## config.mk

```make
export PLATFORM = sky130hd
export DESIGN_NAME = dot_matrix_driver
export DESIGN_NICKNAME = d
export VERILOG_FILES = /design/src/rtl/dot_matrix_pkg.sv /design/src/rtl/dot_matrix_driver_font_rom.sv /design/src/rtl/dot_matrix_driver.sv
export SDC_FILE = /design/constraint.sdc
export NUM_CORES = 1
export LEC_CHECK = 0
export BUFFER_PORTS_ARGS = -buffer_cell sky130_fd_sc_hd__clkbuf_2
export CORE_MARGIN = 2
export CORE_UTILIZATION = 55
export CTS_BUF_LIST = sky130_fd_sc_hd__clkbuf_8
export DETAILED_ROUTE_END_ITERATION = 16
export PLACE_DENSITY = 0.73
export SLEW_MARGIN = 0
export SYNTH_ARGS = -nofsm -noshare
export SYNTH_HDL_FRONTEND = slang
export SYNTH_SLANG_ARGS = --single-unit
```

## constraint.sdc

```tcl
create_clock -name clk -period 3.4 [get_ports clk]
set_clock_uncertainty 0.2 [all_clocks]
set_input_delay 0.34 -clock clk [delete_from_list [all_inputs] [get_ports clk]]
set_output_delay 0.34 -clock clk [all_outputs]
set_load 0.01 [all_outputs]
```

## src/rtl/dot_matrix_pkg.sv

```systemverilog
// Shared constants for the 8x8 dot matrix driver: glyph font and codes.
// Optional blink support in the top is enabled with DOT_BLINK_EN.
package dot_matrix_pkg;

    localparam int ROWS = 8;
    localparam logic [4:0] BLANK_CODE = 5'b10000;

    // FONT[digit][row], bit7 = leftmost column, row 0 = top.
    localparam logic [7:0] FONT [16][8] = '{
        '{8'h3C, 8'h66, 8'h6E, 8'h76, 8'h66, 8'h66, 8'h3C, 8'h00},
        '{8'h18, 8'h38, 8'h18, 8'h18, 8'h18, 8'h18, 8'h3C, 8'h00},
        '{8'h3C, 8'h66, 8'h06, 8'h0C, 8'h30, 8'h60, 8'h7E, 8'h00},
        '{8'h3C, 8'h66, 8'h06, 8'h1C, 8'h06, 8'h66, 8'h3C, 8'h00},
        '{8'h0C, 8'h1C, 8'h3C, 8'h6C, 8'h7E, 8'h0C, 8'h0C, 8'h00},
        '{8'h7E, 8'h60, 8'h7C, 8'h06, 8'h06, 8'h66, 8'h3C, 8'h00},
        '{8'h3C, 8'h60, 8'h7C, 8'h66, 8'h66, 8'h66, 8'h3C, 8'h00},
        '{8'h7E, 8'h06, 8'h0C, 8'h18, 8'h30, 8'h30, 8'h30, 8'h00},
        '{8'h3C, 8'h66, 8'h66, 8'h3C, 8'h66, 8'h66, 8'h3C, 8'h00},
        '{8'h3C, 8'h66, 8'h66, 8'h3E, 8'h06, 8'h0C, 8'h38, 8'h00},
        '{8'h18, 8'h3C, 8'h66, 8'h66, 8'h7E, 8'h66, 8'h66, 8'h00},
        '{8'h7C, 8'h66, 8'h66, 8'h7C, 8'h66, 8'h66, 8'h7C, 8'h00},
        '{8'h3C, 8'h66, 8'h60, 8'h60, 8'h60, 8'h66, 8'h3C, 8'h00},
        '{8'h78, 8'h6C, 8'h66, 8'h66, 8'h66, 8'h6C, 8'h78, 8'h00},
        '{8'h7E, 8'h60, 8'h60, 8'h7C, 8'h60, 8'h60, 8'h7E, 8'h00},
        '{8'h7E, 8'h60, 8'h60, 8'h7C, 8'h60, 8'h60, 8'h60, 8'h00}
    };

    function automatic logic [7:0] row_sel(
        input logic [2:0] idx,
        input logic       active_low
    );
        logic [7:0] oh;
        oh = 8'h01 << idx;
        return active_low ? ~oh : oh;
    endfunction

endpackage

```

## src/rtl/dot_matrix_driver_font_rom.sv

```systemverilog
// Combinational glyph row lookup into the shared FONT table.
import dot_matrix_pkg::*;

module dot_font_rom (
    input  logic [3:0] digit,
    input  logic [2:0] row,
    output logic [7:0] col
);

    assign col = FONT[digit][row];

endmodule

```

## src/rtl/dot_matrix_driver.sv

```systemverilog
// Row-scanning 8x8 LED hex-glyph driver, one row per TICK_DIV clocks.
// Define DOT_BLINK_EN to add the blink input and 64-frame blink counter.
import dot_matrix_pkg::*;

module dot_matrix_driver #(
    parameter int TICK_DIV       = 50000,
    parameter int ROW_ACTIVE_LOW = 1
) (
    input  logic       clk,
    input  logic       reset,
    input  logic [4:0] code_in,
    output logic [7:0] dot_row,
    output logic [7:0] dot_col,
    output logic       frame_start
`ifdef DOT_BLINK_EN
    ,
    input  logic       blink
`endif
);

    localparam int PW = (TICK_DIV > 2) ? $clog2(TICK_DIV) : 1;
    localparam logic       LOW  = (ROW_ACTIVE_LOW != 0);
    localparam logic [7:0] DESEL = LOW ? 8'hFF : 8'h00;

    logic [PW-1:0] r_presc;
    logic [2:0]    r_row_idx;
    logic [4:0]    r_disp_code;
    logic [7:0]    r_dot_row;
    logic [7:0]    r_dot_col;
    logic          r_frame_start;

    logic          w_tick;
    logic          w_frame_edge;
    logic [2:0]    w_row_next;
    logic [4:0]    w_code_use;
    logic [7:0]    w_glyph_col;
    logic [7:0]    w_col_next;

`ifdef DOT_BLINK_EN
    logic [5:0]    r_frame_cnt;
    logic [5:0]    w_cnt_next;
`endif

    dot_font_rom u_font (
        .digit (w_code_use[3:0]),
        .row   (w_row_next),
        .col   (w_glyph_col)
    );

    // The frame edge uses the freshly sampled code so row 0 of the new
    // frame already shows the new glyph.
    always_comb begin
        w_tick       = (r_presc == PW'(TICK_DIV - 1));
        w_row_next   = r_row_idx + 3'd1;
        w_frame_edge = w_tick && (r_row_idx == 3'd7);
        w_code_use   = w_frame_edge ? code_in : r_disp_code;
        w_col_next   = w_code_use[4] ? 8'h00 : w_glyph_col;
`ifdef DOT_BLINK_EN
        w_cnt_next   = w_frame_edge ? r_frame_cnt + 6'd1 : r_frame_cnt;
        if (blink && w_cnt_next[5])
            w_col_next = 8'h00;
`endif
    end

    always_ff @(posedge clk or negedge reset) begin
        if (!reset) begin
            r_presc       <= '0;
            r_row_idx     <= 3'd0;
            r_disp_code   <= BLANK_CODE;
            r_dot_row     <= DESEL;
            r_dot_col     <= 8'h00;
            r_frame_start <= 1'b0;
        end else begin
            r_presc       <= w_tick ? '0 : r_presc + PW'(1);
            r_frame_start <= w_frame_edge;
            if (w_tick) begin
                r_row_idx <= w_row_next;
                r_dot_row <= row_sel(w_row_next, LOW);
                r_dot_col <= w_col_next;
            end
            if (w_frame_edge)
                r_disp_code <= code_in;
        end
    end

`ifdef DOT_BLINK_EN
    always_ff @(posedge clk or negedge reset) begin
        if (!reset)
            r_frame_cnt <= 6'd0;
        else
            r_frame_cnt <= w_cnt_next;
    end
`endif

    assign dot_row     = r_dot_row;
    assign dot_col     = r_dot_col;
    assign frame_start = r_frame_start;

endmodule

```

Word level (Yosys, flattened, before mapping)
Memories as Yosys holds them, arrays and structs flattened.
Index checks and enable logic that the tools add are counted.
{"block": "word_totals", "mem_bits_rw": 0, "input_bits": 7, "elab_cells": 26, "latch_bits": 0, "memories": 1, "ff_bits": 41, "rom_bits": 1024}
{"name": "(no name shown)", "words": 16, "width": 64, "read_ports": 1, "rd_clocked_by_memory_dff": 0, "write_ports": 0, "line": "dot_matrix_driver_font_rom.sv:10", "text": "assign col = FONT[digit][row];"}
{"block": "classes", "addsub": 2, "bitwise": 3, "shift": 1, "mux": 8, "reduce_logical": 1, "n_eq_ne": 2, "n_lt_le_gt_ge": 2, "multipliers": 0, "div_mod_pow": 0}
{"op": "2-to-1 mux 64 bit", "n": 2}
{"op": "binary-select mux 8 bit (select 3 bit)", "n": 1}
{"op": "2-to-1 mux 8 bit", "n": 3}
{"op": "adder 16 x 1 -> 16 bit, second input constant", "n": 1}
{"op": "== test 16 bit, second input constant", "n": 1}
{"op": "2-to-1 mux 16 bit", "n": 1}
{"op": "NOT 8 bit", "n": 1}
{"op": "left shift 1 x 3 -> 8 bit, first input constant", "n": 1}
{"op": ">= comparator 5 bit, second input constant", "n": 1}
{"op": "2-to-1 mux 5 bit", "n": 1}
{"op": "NOT 4 -> 5 bit", "n": 1}
{"op": ">= comparator 4 bit, second input constant", "n": 1}
{"op": "NOT 3 -> 4 bit", "n": 1}
{"op": "adder 3 x 1 -> 3 bit, second input constant", "n": 1}
{"op": "== test 3 bit, second input constant", "n": 1}
{"op": "logical AND 1 bit", "n": 1}

Longest topological paths before layout
Gate-level depths: netlist (run 1).
{"block": "logic_depth", "ltp_word": 11, "depth_mapped": 14, "ltp_nobuf": 12}

By module
From an unflattened synthesis (run 1), not the netlist that was laid out.
{"block": "hier_totals", "cells_unflattened": 337, "area_unflattened_um2": 2884.0}
{"module": "dot_matrix_driver", "area_each_um2": 1818.0, "instances": 1, "cells_per_inst": 166}
{"module": "dot_font_rom", "area_each_um2": 1066.0, "instances": 1, "cells_per_inst": 171}

Least setup slack after synthesis (run 1)
OpenSTA, ideal clock, no wires.
{"block": "synth_timing", "path_type": "reg2reg", "from": "register r_presc[11]", "to": "register r_dot_col[6], in the netlist dot_col[6]", "arrival_ps": 3338, "path_slack_ps": -260, "n_path_buf": 2, "setup_ps": 122, "stages_incl_launch_ff": 12, "path_cell_list": "dfrtp_1 > or4b_4 > or4_1 > buf_2 > buf_6 > mux2i_4 > inv_1 > ha_1 > mux2_2 > o211ai_1 > a221o_1 > a32o_1"}
{"block": "synth_via", "elab_chain_cells": 11}
{"element": "start: declaration", "line": "dot_matrix_driver.sv:25", "text": "logic [PW-1:0] r_presc;"}
{"element": "start signal: assignment", "line": "dot_matrix_driver.sv:74", "text": "r_presc <= w_tick ? '0 : r_presc + PW'(1);"}
{"element": "== test 16 bit (*)", "line": "dot_matrix_driver.sv:53", "text": "w_tick = (r_presc == PW'(TICK_DIV - 1));"}
{"element": "logical AND 1 bit", "line": "dot_matrix_driver.sv:55", "text": "w_frame_edge = w_tick && (r_row_idx == 3'd7);"}
{"element": "2-to-1 mux 5 bit"}
{"element": "NOT 4 -> 5 bit (implied by the code)", "line": "dot_matrix_driver_font_rom.sv:10"}
{"element": "memory read (16 x 64 bit)"}
{"element": "2-to-1 mux 64 bit (implied by the code) (2 in a row)", "line": "dot_matrix_driver_font_rom.sv:10"}
{"element": "binary-select mux 8 bit (select 3 bit)", "line": "dot_matrix_driver_font_rom.sv:10"}
{"element": "2-to-1 mux 8 bit (implied by the code) (2 in a row)", "line": "dot_matrix_driver_font_rom.sv:10"}
{"element": "2-to-1 mux 8 bit", "line": "dot_matrix_driver.sv:57", "text": "w_col_next = w_code_use[4] ? 8'h00 : w_glyph_col;"}
{"element": "end signal: assignment", "line": "dot_matrix_driver.sv:79", "text": "r_dot_col <= w_col_next;"}
{"element": "end: declaration", "line": "dot_matrix_driver.sv:29", "text": "logic [7:0] r_dot_col;"}
Mark *: on every way between the ends. The rest lies on a longest branch, timed or not. The select of a mux whose other input is x is not followed.
A chain may end at the register's enable or synchronous reset.

Final worst setup path (run 1)
{"block": "layout_timing", "from": "register r_presc[10]", "to": "register r_dot_col[6], in the netlist dot_col[6]"}
The elaborated chain is that of the path after synthesis.

==> run summary, run 1 <==
max-cap viol count: 0
critical path cell sequence: or4b_4, or4_4, mux2i_4, inv_4, ha_4, mux2_4, o211ai_1, a221o_1, a32o_1
vias in the first global route: 2729
switch share: 0.261
via count: 2893
# rows: 26
largest cells by area after synthesis: dfrtp_1, dfstp_2, ha_1
most frequent cells in the layout: buf_4, nor2_1, dfrtp_1, nand2_1, o21ai_0
clk sink count: 39
Reg-to-Reg Start: r_presc[10]
Switch Pwr: 0.297 mW
most common cell after layout, fill and taps aside: buf_4
GRT Total Usage: 0.307
Cell Area, Synth: 2970 um^2
post-route worst setup slack: -100 ps
critical path class: flop to flop
H-tree Lvls: 2
Final Max Slew Viols: 0
min cycle time layout: 3500 ps
CTS Root Cell: clkbuf_8
CTS tree: done
Hold Path Class: input pin to async pin
CP max stage cell: or4_4
Iter 0 DRT Violations: 261
Initial Utilization: 0.575
core area: 5170 um^2
Critical R2R Capture: dot_col[6]
Die W: 77.5 um
fmax: 286 MHz
initial antenna violation count: 0
Primary FF master, synth: dfrtp_1
CTS clk-pin slew, worst paths: 90 ps
Total Power: 1.14 mW
Area Growth Syn to Fin: 26.1%
register area share after synthesis: 0.332
detailed placement HPWL: 6280 um
Critical Path End Type: flop
Clk Latency, worst-skew pair: 300 ps
Max transition margin: 0.347
part of the power in registers: 0.417
final wirelength: 8930 um
DRC Markers: 0
fin crit share: 1.03
asr flop ratio synth: 1.00
CP bufs+invs: 1
Hold WS: -19.5 ps
Avg Cell Area, Syn: 8.60 um^2
Top-Level Pins: 24
Worst Path Required: 3400 ps
final setup fails: 2
GPL Wtd Cong: 0.991
outcome: finished with violations
Fin. Hold Viols: 29
diode count: 0
Remaining Overflow, GRT: 0
clock power share: 0.425
router iterations before antenna repair: 5
IO buf count: 21
crit path max fanout: 7
area share of the largest cell type after synthesis: 0.252
Pwr Density: 304 nW/um^2
overall die height: 77.5 um
Comb pwr share: 0.157
Crit. Startpoint: r_presc[10]
Cell variety after synth: 56
ANT nets after route: 0
delay-heaviest family, CP: simple AND/OR/NAND/NOR gates
RSZ-0062 raised after global routing: true
Max rail drop VDD: 271 uV
Gate Count Post-Synth: 346
register bit total from synthesis: 39
Final TNS setup: -126 ps
Ys Warns: 0
Post-synth EDFFs: 0
total placed cells including tap cells: 450
worst r2r path cells: 9
Final nets: 420
r2r setup slk: -100 ps
design internal power: 0.841 mW
first-pass GRT wire length: 14400 um
critical path data arrival time: 3500 ps
startpoint types: flop
Critical Path Stages: 9
Leakage: 1.62 nW
largest net degree at the start of global routing: 40
largest area contributor in the netlist: dfrtp_1
failing checks: negative hold slack, negative setup slack
worst setup path end: dot_col[6]
fill count: 378
total CTS buffers: 5
Post-Layout Cell Count: 469
layout cells sized above 1: 0.306
routed len/inst: 19.0 um
clk buf depth: 2
actual slew at the worst max-slew pin: 980 ps
Avg Vias per Cell: 6.17
crit-path max cell delay: 620 ps
Die ar.: 6010 um^2
CTS Hold Bufs: 0
## cell usage after synthesis, types with 4 or more instances
cell type,n
buf_2,4
nor3_1,5
nor2_1,31
dfrtp_1,30
nand2b_1,4
nand2_1,29
a221oi_1,5
xnor2_1,6
o21ai_0,26
nor2b_1,7
clkbuf_1,19
a31oi_1,10
and2_1,6
a21oi_1,12
mux2i_1,17
xor2_1,8
and3_1,5
nand3_1,17
o211ai_1,7
ha_1,15
mux2_2,4
dfstp_2,9
inv_1,16
## cell type report
type | count | area, um^2 | share of cell area
Multi-Input combinational cell | 263 | 1960 | 0.522
Tap cell | 70 | 87.6 | 0.0234
Clock inverter | 3 | 71.3 | 0.0190
Sequential cell | 39 | 987 | 0.263
Inverter | 18 | 72.6 | 0.0194
Timing Repair Buffer | 71 | 505 | 0.135
Clock buffer | 5 | 68.8 | 0.0184
## sequential cells by signal, indices dropped and copies added (netlist names)
name         flops
dot_col          6
dot_row          8
frame_start      1
r_disp_code      5
r_presc         16
r_row_idx        3
## how the worst min path moves through the flow
stage / startpoint / endpoint / slack (ps) / cells past startpoint
after global routing: reset / r_presc[11] / 80 / 1
after CTS: reset / r_row_idx[0] / 20 / 1
after detailed placement: r_presc[0] / r_presc[0] / 250 / 1
final: reset / r_disp_code[1] / -20 / 1
after global placement: r_presc[0] / r_presc[0] / 250 / 1
after floorplan: reset / dot_col[1] / -160 / 0
## layer usage
layer  wire length (um)  up-vias  share of wire  GRT usage
li1                   -     1363              -          -
met5                  0        -              0          0
met3                781       21          0.087     0.0779
met4                207        0          0.023      0.107
met1               3770     1358           0.42      0.411
met2               4170      151           0.47      0.485
## power by group through the flow
stage	clock network [mW]	registers [mW]	logic, mW
finish	0.484	0.475	0.179
global route	0.509	0.476	0.193
CTS	0.491	0.475	0.157
detailed placement	0	0.483	0.153
global placement	0	0.483	0.153
floorplan	0	0.478	0.101
## kinds of logic after synthesis
logic type               after synthesis  synth area share
AO/OA/AOI/OAI                         91             0.209
XOR/XNOR                              14            0.0412
adder cells (fa/ha/maj)               15            0.0631
buffers and inverters                 45            0.0648
flip-flops                            39             0.332
multiplexers                          24            0.0951
other                                  1           0.00126
AND/OR/NAND/NOR                      117             0.194
## worst reg2reg max path, cell delays in order, from the launching register on
cell      delay (ps)
dfrtp_1          380
or4b_4           540
or4_4            630
mux2i_4          410
inv_4            110
ha_4             340
mux2_4           150
o211ai_1          80
a221o_1          340
a32o_1           230
## timing repair
action	4_1_cts	5_1_grt
setup buffers	1	10
endpoints found under the hold margin	0	0
endpoints found under the setup margin	2	6
gates cloned	0	0
gates resized for setup	6	21
pin swaps	1	9
## stage by stage
step	setup slack, ps	instance area [um^2]	hold WS, ps	utilization
after floorplan	-129	3040	-156	-
after global placement	-57.2	3410	248	0.660
after detailed placement	-64.3	3410	248	0.660
after CTS	-8.50	3580	18.8	0.693
after global routing	-204	3750	80.9	0.725
final	-100	3750	-19.5	0.725
No activity file was read; power rests on OpenSTA's default activity.
==> run 2, diff against run 1 <==
--- a/config.mk
+++ b/config.mk
@@ -6,11 +6,13 @@
 export NUM_CORES = 1
 export LEC_CHECK = 0
 export BUFFER_PORTS_ARGS = -buffer_cell sky130_fd_sc_hd__clkbuf_2
+export CELL_PAD_IN_SITES_DETAIL_PLACEMENT = 1
+export CELL_PAD_IN_SITES_GLOBAL_PLACEMENT = 2
 export CORE_MARGIN = 2
-export CORE_UTILIZATION = 55
+export CORE_UTILIZATION = 35
 export CTS_BUF_LIST = sky130_fd_sc_hd__clkbuf_8
 export DETAILED_ROUTE_END_ITERATION = 16
-export PLACE_DENSITY = 0.73
+export PLACE_DENSITY = 0.75
 export SLEW_MARGIN = 0
 export SYNTH_ARGS = -nofsm -noshare
 export SYNTH_HDL_FRONTEND = slang
==> run 2 against run 1 <==
  * The run ends with negative setup slack left
  * Utilization decreased by 28 points
  * Total power decreased by 12%
  * Non-clock buffer count decreased by 8
  * Die area increased by 54%
  * Sequential power about the same
  * Worst setup slack improved by 72 ps
  * Sequential share of layout area increased by 0.60 points
  * Final cell count increased by 5.8%
  * Final area decreased by 2.2%
  * Register-to-register slack improved by 70 ps
  * Largest power group is now registers
==> run summary, run 2 (synthesis results as in run 1) <==
vias in the first global route: 2968 (+8.8%)
CP max stage cell: or4_4
clock power share: 0.356 (-0.069)
Area Growth Syn to Fin: 23.3%
router iterations before antenna repair: 4 (-1)
Top-Level Pins: 24 (unchanged)
first-pass GRT wire length: 15600 um (+8.7%)
Iter 0 DRT Violations: 136 (-48%)
initial antenna violation count: 0 (unchanged)
total CTS buffers: 5 (unchanged)
routed len/inst: 19.4 um (+1.9%)
actual slew at the worst max-slew pin: 761 ps (-219 ps)
Critical Path End Type: flop
Final nets: 412 (-1.9%)
final instance area: 3670 um^2 (-2.2%)
Largest register FFs: 16 (unchanged)
final wirelength: 9620 um (+7.8%)
most common cell after layout, fill and taps aside: buf_4
Post-Layout Cell Count: 496 (+5.8%)
Reg-to-Reg Start: r_presc[10]
outcome: finished with violations
IO buf count: 21 (unchanged)
Leakage: 1.55 nW (-4.5%)
GRT Total Usage: 0.222 (-0.0852)
max-cap viol count: 0 (unchanged)
critical path data arrival time: 3430 ps (-70 ps)
Die W: 96.2 um (+24%)
fmax: 292 MHz (+2.1%)
diode count: 0 (unchanged)
post-route worst setup slack: -28.8 ps (+71.7 ps)
crit-path max cell delay: 620 ps (about the same)
switch share: 0.299 (+0.0381)
H-tree Lvls: 2 (unchanged)
Max transition margin: 0.493 (+0.146)
Max rail drop VDD: 135 uV (-50%)
detailed placement HPWL: 7210 um (+15%)
CTS tree: done
via count: 2806 (-3.0%)
most frequent cells in the layout: buf_4, nor2_1, dfrtp_1, nand2_1, o21ai_0
Avg Vias per Cell: 5.66 (-8.3%)
startpoint types: flop
min cycle time layout: 3430 ps (-71.7 ps)
Switch Pwr: 0.300 mW (+1.1%)
CTS clk-pin slew, worst paths: 90 ps (about the same)
worst setup path end: dot_col[6]
overall die height: 96.2 um (+24%)
CTS Root Cell: clkbuf_8
part of the power in registers: 0.474 (+0.057)
Place WS: -41.8 ps (+22.5 ps)
Hold Path Class: input pin to flop
r2r setup slk: -30 ps (+70 ps)
crit path max fanout: 6 (-1)
Comb pwr share: 0.171 (+0.014)
Remaining Overflow, GRT: 0 (unchanged)
ANT nets after route: 0 (unchanged)
RSZ-0062 raised after global routing: true
design internal power: 0.704 mW (-16%)
total placed cells including tap cells: 482 (+7.1%)
critical path class: flop to flop
Final Max Slew Viols: 0 (unchanged)
layout cells sized above 1: 0.289 (-0.0168)
core area: 8220 um^2 (+59%)
GPL Wtd Cong: 0.922 (-7.0%)
failing checks: negative setup slack
clk sink count: 39 (unchanged)
Reg with most FFs: r_presc
placed instance area: 3410 um^2 (-0.11%)
Critical R2R Capture: dot_col[6]
worst r2r path cells: 9 (unchanged)
Clk Latency, worst-skew pair: 300 ps (about the same)
critical path cell sequence: or4b_4, or4_4, mux2i_4, inv_4, ha_4, mux2_4, o211ai_1, a221o_1, a32o_1
Fin. Hold Viols: 0 (-100%)
# rows: 33 (+27%)
Worst Path Required: 3400 ps (about the same)
Pwr Density: 274 nW/um^2 (-9.8%)
DRC Markers: 0 (unchanged)
fin crit share: 1.01 (-0.0211)
clk buf depth: 2 (unchanged)
Hold WS: 114 ps (+134 ps)
Initial Utilization: 0.362 (-0.213)
largest net degree at the start of global routing: 30 (-25%)
Crit. Startpoint: r_presc[10]
final setup fails: 2 (unchanged)
Die ar.: 9250 um^2 (+54%)
Final TNS setup: -31.7 ps (+94.0 ps)
-- run 2: cell count changes in the layout (fill, tap and decap cells not counted), moves of 2 or more --
cell | before | now
o21ai_1 | 2 | 0
bufinv_16 | 2 | 0
buf_4 | 48 | 40
buf_12 | 2 | 0
o21ai_0 | 24 | 26
ha_2 | 2 | 4
-- run 2: routing by layer --
layer | GRT usage | share of wire | vias to the layer above
met5 | 0 | 0 | -
met1 | 0.309 | 0.49 | 1409
met3 | 0.0305 | 0.027 | 10
li1 | - | - | 1336
met4 | 0.0536 | 0.012 | 0
met2 | 0.364 | 0.47 | 51
-- run 2: power by group through the flow --
| stage | registers (mW) | clock network (mW) | logic [mW] |
|---|---|---|---|
| after floorplan | 0.478 | 0 | 0.101 |
| after detailed placement | 0.484 | 0 | 0.153 |
| final | 0.475 | 0.357 | 0.171 |
| after CTS | 0.475 | 0.371 | 0.157 |
| after global placement | 0.484 | 0 | 0.154 |
| after global routing | 0.476 | 0.389 | 0.187 |
-- run 2: what timing repair did --
item                                    4_1_cts  5_1_grt
hold endpoints to repair                     24        0
endpoints found under the setup margin        2        6
resized for setup                             4       21
hold buffers                                  1        0
setup buffers                                 0        5
pin swaps                                     0       12
-- run 2: critical path: cells and delay by family, from the launching register on --
family,cells,cell delay [ps]
simple gates,2,1160
compound gates,3,630
mux,2,530
flops,1,390
fa+ha+maj,1,320
buf+inv,1,100
-- run 2: area by class of cell --
class / instances / area (um^2)
fillers: 982 / 4550
multi-input cells: 263 / 1950
flip-flops and latches: 39 / 987
repair buffers: 63 / 427
well taps: 105 / 131
clock buffers: 6 / 82.6
inverters: 18 / 70.1
clock inverters: 2 / 16.3
-- run 2: worst min path at each step --
stage | start | endpoint | cells after the start
CTS | code_in[4] | r_disp_code[4] | 3
global route | code_in[4] | r_disp_code[4] | 3
finish | code_in[4] | r_disp_code[4] | 3
global placement | reset | r_presc[14] | 1
detailed placement | reset | r_presc[14] | 1
floorplan | reset | dot_col[1] | 0
-- run 2: through the flow --
| stage | total power [mW] | util |
|---|---|---|
| after floorplan | 0.579 | - |
| after detailed placement | 0.637 | 0.415 |
| after CTS | 1.00 | 0.430 |
| after global routing | 1.05 | 0.446 |
| after global placement | 0.637 | 0.415 |
| final | 1.00 | 0.446 |
